$ cat config.mk
export PLATFORM = sky130hd
export DESIGN_NAME = uart_rx
export DESIGN_NICKNAME = d
export VERILOG_FILES = /design/src/rtl/uart_rx.sv
export SDC_FILE = /design/constraint.sdc
export NUM_CORES = 1
export LEC_CHECK = 0
export BUFFER_PORTS_ARGS = -buffer_cell sky130_fd_sc_hd__buf_2
export CAP_MARGIN = 0
export CORE_AREA = 2 2 62 64
export DETAILED_ROUTE_END_ITERATION = 16
export DIE_AREA = 0 0 64 66
export HOLD_SLACK_MARGIN = 0.08
export PLACE_DENSITY = 0.73
export SYNTH_ARGS = -nofsm -noshare
export SYNTH_HDL_FRONTEND = slang
export SYNTH_SLANG_ARGS = --single-unit
$ cat constraint.sdc
create_clock -name sys_clk -period 2 [get_ports sys_clk]
set_input_delay 0.1 -clock sys_clk [delete_from_list [all_inputs] [get_ports sys_clk]]
set_output_delay 0.1 -clock sys_clk [all_outputs]
set_load 0.005 [all_outputs]
$ cat src/rtl/uart_rx.sv
// rtl/uart_rx.sv - oversampling 8N1 UART receiver feeding the FIFO_sum control stage
//
// Ports:
//   sys_clk     system clock, rising edge
//   rst_n       asynchronous active-low reset
//   rx          asynchronous serial line, idles high
//   rx_data     last correctly received byte (held between valid_flag pulses)
//   valid_flag  one-cycle pulse, rx_data updated this cycle
//   frame_err   one-cycle pulse, stop bit sampled low, frame discarded
//   rx_busy     high while a frame is in progress (START, DATA, STOP)
module uart_rx #(
  parameter int CLK_FREQ     = 50_000_000,
  parameter int UART_BPS     = 9600,
  parameter int BAUD_CNT_MAX = CLK_FREQ / UART_BPS
) (
  input  logic       sys_clk,
  input  logic       rst_n,
  input  logic       rx,
  output logic [7:0] rx_data,
  output logic       valid_flag,
  output logic       frame_err,
  output logic       rx_busy
);

  localparam int HALF = BAUD_CNT_MAX / 2;
  localparam int CW   = $clog2(BAUD_CNT_MAX);
  localparam logic [CW-1:0] CNT_LAST = CW'(BAUD_CNT_MAX - 1);
  localparam logic [CW-1:0] CNT_HALF = CW'(HALF);

  typedef enum logic [1:0] {IDLE, START, DATA, STOP} state_t;

  state_t        state;
  state_t        next_state;
  logic          s1;
  logic          s2;
  logic          s3;
  logic [1:0]    settle;
  logic          armed;
  logic [CW-1:0] baud_cnt;
  logic [2:0]    bit_cnt;
  logic [7:0]    shift;
  logic          fall;
  logic          sample;
  logic          stop_sample;

  // The synchronizer resets to 1, so a line that is already low at reset
  // release would look like a falling edge once s2 picks it up. Edge
  // detection is only armed after s2 carries a real line value (two edges
  // after release) and that value has been high.
  assign fall        = armed & s3 & ~s2;
  assign sample      = (baud_cnt == CNT_HALF);
  assign stop_sample = (state == STOP) && sample;
  assign rx_busy     = (state != IDLE);

  always_ff @(posedge sys_clk or negedge rst_n) begin
    if (!rst_n) begin
      s1     <= 1'b1;
      s2     <= 1'b1;
      s3     <= 1'b1;
      settle <= 2'd0;
      armed  <= 1'b0;
    end else begin
      s1 <= rx;
      s2 <= s1;
      s3 <= s2;
      if (settle != 2'd2) begin
        settle <= settle + 2'd1;
      end
      if (settle == 2'd2 && s2) begin
        armed <= 1'b1;
      end
    end
  end

  always_ff @(posedge sys_clk or negedge rst_n) begin
    if (!rst_n) begin
      state <= IDLE;
    end else begin
      state <= next_state;
    end
  end

  always_comb begin
    next_state = state;
    case (state)
      IDLE: begin
        if (fall) begin
          next_state = START;
        end
      end
      START: begin
        // A line back high at mid start bit was a glitch.
        if (sample) begin
          next_state = s2 ? IDLE : DATA;
        end
      end
      DATA: begin
        if (sample && bit_cnt == 3'd7) begin
          next_state = STOP;
        end
      end
      STOP: begin
        // Leaving at mid stop bit leaves half a bit to catch the next start edge.
        if (sample) begin
          next_state = IDLE;
        end
      end
      default: next_state = IDLE;
    endcase
  end

  always_ff @(posedge sys_clk or negedge rst_n) begin
    if (!rst_n) begin
      baud_cnt   <= '0;
      bit_cnt    <= 3'd0;
      shift      <= 8'h00;
      rx_data    <= 8'h00;
      valid_flag <= 1'b0;
      frame_err  <= 1'b0;
    end else begin
      // Held at zero in IDLE so the first START cycle sees 0.
      if (state == IDLE || next_state == IDLE) begin
        baud_cnt <= '0;
      end else if (baud_cnt == CNT_LAST) begin
        baud_cnt <= '0;
      end else begin
        baud_cnt <= baud_cnt + 1'b1;
      end

      if (state == START) begin
        bit_cnt <= 3'd0;
      end else if (state == DATA && sample) begin
        bit_cnt <= bit_cnt + 3'd1;
      end

      if (state == DATA && sample) begin
        shift <= {s2, shift[7:1]};
      end

      valid_flag <= stop_sample & s2;
      frame_err  <= stop_sample & ~s2;
      if (stop_sample && s2) begin
        rx_data <= shift;
      end
    end
  end

endmodule

======== After elaboration in Yosys (flattened, before gate mapping) ========
Index checks and enable logic that the tools add are counted.
storage, ports and cells
  register bits after elaboration ......... 42
  bits in latches ......................... 0
  memory bits (writable) .................. 0
  ROM bits ................................ 0
  input port bits ......................... 3
  output and inout bits ................... 11
  word-level logic and storage cells ...... 48
  memories ................................ 0
operators by class
  $add $sub $neg .......................... 3
  $mul .................................... 0
  div/mod/pow operators ................... 0
  $lt $le $gt $ge ......................... 0
  eq/ne operators ......................... 8
  shifts and indexed selects .............. 0
  multiplexer cells ....................... 10
  bitwise gates (word level) .............. 5
  reduce and logical (&&, ||, !) cells .... 10
operators with widths
  kind                                             count
  two-way mux 13 bit                               2
  adder 13 x 1 -> 13 bit, second input constant    1
  == test 13 x 12 -> 1 bit, second input constant  1
  == test 13 bit, second input constant            1
  two-way mux 2 bit                                5
  one-hot mux 2 bit (4 select lines)               1
  == test 2 bit, second input constant             3
  two-way mux 3 bit                                2
  logical AND 1 bit                                5
  bitwise AND 1 bit                                4
  logical NOT 2 bit                                2
  nonzero test 2 bit                               2
  adder 3 x 1 -> 3 bit, second input constant      1
  == test 3 bit, second input constant             1
  adder 2 x 1 -> 2 bit, second input constant      1
  == test 2 x 1 -> 1 bit, second input constant    1
  inequality test 2 bit, second input constant     1
  logical OR 1 bit                                 1
  inverter 1 bit                                   1

======== Longest topological paths before layout ========
  word-level depth ........................ 7
  mapped depth ............................ 7
  depth with buffers taken out ............ 6

======== Worst setup path before layout ========
Ideal clock, no wire load.
  path type ............................... flip-flop to flip-flop
  start point ............................. register baud_cnt[0]
  end point ............................... register shift[0]
  setup time .............................. 0.125 ns
  arrival ................................. 1.670 ns
  required time ........................... 1.875 ns
  path slack .............................. 0.204 ns
  stages on the path, launching flop included .. 8
  path buffers ............................ 1
  period minus slack after synthesis ...... 1.796 ns
  cell sequence ........................... dfrtp_1 > inv_1 > ha_1 > and4bb_2 > and4_4 > and3b_4 > buf_8 > mux2_4
on the way
  cells in the longest elaborated chain, start to end .. 2
ends and longest elaborated chain
  what                      RTL line  source
  from (decl)               39        logic [CW-1:0] baud_cnt;
  from (signal assigned)    127       baud_cnt <= baud_cnt + 1'b1;
  == test 13 x 12 -> 1 bit  51        assign sample = (baud_cnt == CNT_HALF);
  logical AND 1 bit         136       if (state == DATA && sample) begin
  to (signal assigned)      137       shift <= {s2, shift[7:1]};
  to (decl)                 41        logic [7:0] shift;
Every way passes these cells.
A chain may end at the register's enable or synchronous reset.

======== Worst setup path in the final report ========
  start point ............................. register baud_cnt[0]
  end point ............................... register shift[7]
The elaborated chain is that of the path after synthesis.

==> results.md <==
* Core area at approximately 3600 µm²
* Initial antenna violation count at 0
* Die H at 66 µm
* Clock Latency Late Sink at 0.34 ns
* Peak supply drop at 0.4455 mV
* GR peak layer: met2
* FF+latch count, synth at 42
* Critical Path Max Stage Delay at 0.44 ns
* Slew margin rel. at about two fifths
* Met3 usage at 3.748%
* Clk root buf: clkbuf_4
* Post-synth EDFFs at 0
* Area after DPL at about 2000 µm²
* IO Pins at 14
* Slew @ Worst Pin at 0.8882 ns
* Synth warn at 0
* Number of global-route vias before repair at 1148
* Share of layout cells above drive strength 1 at 27.68%
* PostCTS Resize Cnt at 0
* Die W at 64 µm
* Post-synth top area share at a little over half
* Post-layout nets at 184
* Max-slew violation count at 0
* Largest net degree at the start of global routing at 43
* Sink Count at 42
* Via-to-Cell Ratio at ~5.3
* Synth cell types at 34
* Routed WL per cell at 13.83 µm
* Family with the most delay on the worst path: simple AND/OR/NAND/NOR gates
* Area leader, netlist: dfrtp_1
* DRC Markers at 0
* Synth area leaders: dfrtp_1, mux2_2, mux2_4, dfstp_2, xnor2_1
* Worst EP arrival at 2.18 ns
* Area delta synth->final at 14.25%
* Total track usage at 16.75%
* Max Cap Violations at 0
* Fin crit period at 1.929 ns
* Port Buffer Count at 13
* WP data required at 2.25 ns
* Area of the die at 4224 µm²
* Placed wire-length estimate at ~2100 µm
* First-pass GRT wire length at 5409 µm
* Met1 Track Usage GR at a little under a quarter
* Seq/Total Area, Yosys at 56.39%
* Initial Util at 52.68%
* Clk buf depth at 2
* Setup ws final at a little over 0.07 ns
* Crit-path max FO at 11
* 1st-pass router iterations at 4
* Antenna-violating nets left at 0
* Setup Viol. Count Final at 0
* Clock Skew at 0.007847 ns
* Critical Path Source Type: flop
* CTS tree: yes
* Synthesized area per cell at 12.31 µm²
* Leakage at 0.001006 µW
* Async SR Flop Fraction at 100.0%
* Setup TNS at 0 ns
* Worst-path clk slew at 0.12 ns
* Fmax achieved at 518.4 MHz
* Overflow after GRT at 0
* Synth Net Count at 160
* Initial DRC Count at 72
* Worst setup path class: flop to flop
* Hold_ws at 0.3683 ns
* Worst-path cell with the longest stage delay: dfrtp_1
* Final WL at approximately 3100 µm
* PD cells at 913.0 nW/µm²
* Total CTS buffers at 5
* CP bufs+invs at 1
* CP endpoint kind: flop
* Post-route cell area at 2137 µm²
* Worst R2R Path Depth at 6
* CP Depth at 6
* Max H-tree Level at 2
* ANT cells at 0
* Synthesized area at between 1500 and 2000 µm²
* Ys flop type: dfrtp_1
* Final worst-path cycle share at 96.46%
* Synth Instances at around 150
* Tot Pwr at 1951 µW
* Vias at 1183
* Hold WC Path Type: flop to flop
* Min-Delay Path Depth at 0
* Final GP Congestion at 0.8360
* Final hold vios at 0
* Row count at 22
* Post-place setup slack at between 0.06 and 0.07 ns
* Grt met2 use at between 20% and 30%
* RSZ-0062 raised after global routing: false
* Status: complete, no violations
* Crit path cell chain: inv_1 > ha_1 > and4bb_2 > and4_4 > and3b_4 > mux2_2
==> cells by family (layout without fill, tap and decap cells) <==
logic type,count (synthesis),after routing,synth area share [%]
XOR/XNOR,12,12,5.619
multiplexers,20,20,13.24
adder cells (fa/ha/maj),5,5,3.344
buffers and inverters,11,36,2.876
AND/OR/NAND/NOR,56,56,16.39
flip-flops,42,42,56.39
AO/OA/AOI/OAI,6,6,2.140
==> per-stage QoR <==
stage / utilization (%) / cells
2_1_floorplan: - / 152
3_3_place_gp: 56.06 / 213
3_5_place_dp: 56.06 / 213
4_1_cts: 59.76 / 223
5_1_grt: 60.18 / 225
6_report: 60.18 / 225
==> routing by layer <==
layer / vias to the layer above / part of all wire [%] / wire, µm
met5: - / 0 / 0
met4: 0 / 2.0 / 63
met3: 7 / 4.9 / 152
met2: 31 / 47 / 1461
met1: 576 / 46 / 1433
li1: 569 / - / -
==> registers in the layout, summed over array words and instances (netlist names), 2 cells and up <==
register / flops
settle: 2
baud_cnt: 13
bit_cnt: 3
shift: 8
state: 2
rx_data: 8
==> worst reg2reg max path, cell delays in order, from the launching register on <==
cell and delay, ns:
dfrtp_1 0.44, inv_1 0.07, ha_1 0.13, and4bb_2 0.26
and4_4 0.24, and3b_4 0.33, mux2_2 0.36
==> final timing paths <==
check / slack [ns] / startpoint / endpoint
worst max register to register: 0.07 / baud_cnt[0] / shift[7]
max in group asynchronous: 1.05 / rst_n / baud_cnt[3]
worst max-delay path: 0.07 / baud_cnt[0] / shift[7]
min in group asynchronous: 0.40 / rst_n / shift[1]
worst min register to register: 0.37 / s1 / s2
worst min-delay path: 0.37 / s1 / s2
==> layout make-up <==
type,instances,area [µm²]
clock buffers,6,51.30
clock inverters,2,60.06
fillers,276,1414
inverters,9,33.78
multi-input cells,99,762.0
flip-flops and latches,42,1055
well taps,48,60.06
repair buffers,19,115.1
==> layout by cell type (no fill, tap or decap), types with 7 or more instances in the layout <==
cell type | Yosys | final
nor2_1 | 19 | 19
buf_2 | 1 | 13
inv_1 | 9 | 9
nand2_1 | 9 | 9
mux2_4 | 7 | 7
mux2_2 | 10 | 10
dfrtp_1 | 39 | 39
xnor2_1 | 9 | 9
==> synthesized netlist by cell type (all sizes together) (5+ instances only) <==
master	instances
mux2	17
nor2	20
nand2	9
xnor2	9
inv	9
nand3	5
dfrtp	39
ha	5
==> power breakdown <==
| part | internal [µW] | total, µW | switching, µW |
|---|---|---|---|
| clock network | 424 | 693 | 269 |
| registers | 922 | 1020 | 102 |
| logic | 107 | 234 | 127 |
| total | 1450 | 1950 | 498 |
==> timing repair <==
action	4_1_cts	5_1_grt
hold buffers	2	0
endpoints found under the setup margin	0	1
buffers inserted	0	2
hold endpoints to repair	40	0
Note: power is estimated with default switching activity, not from simulation.
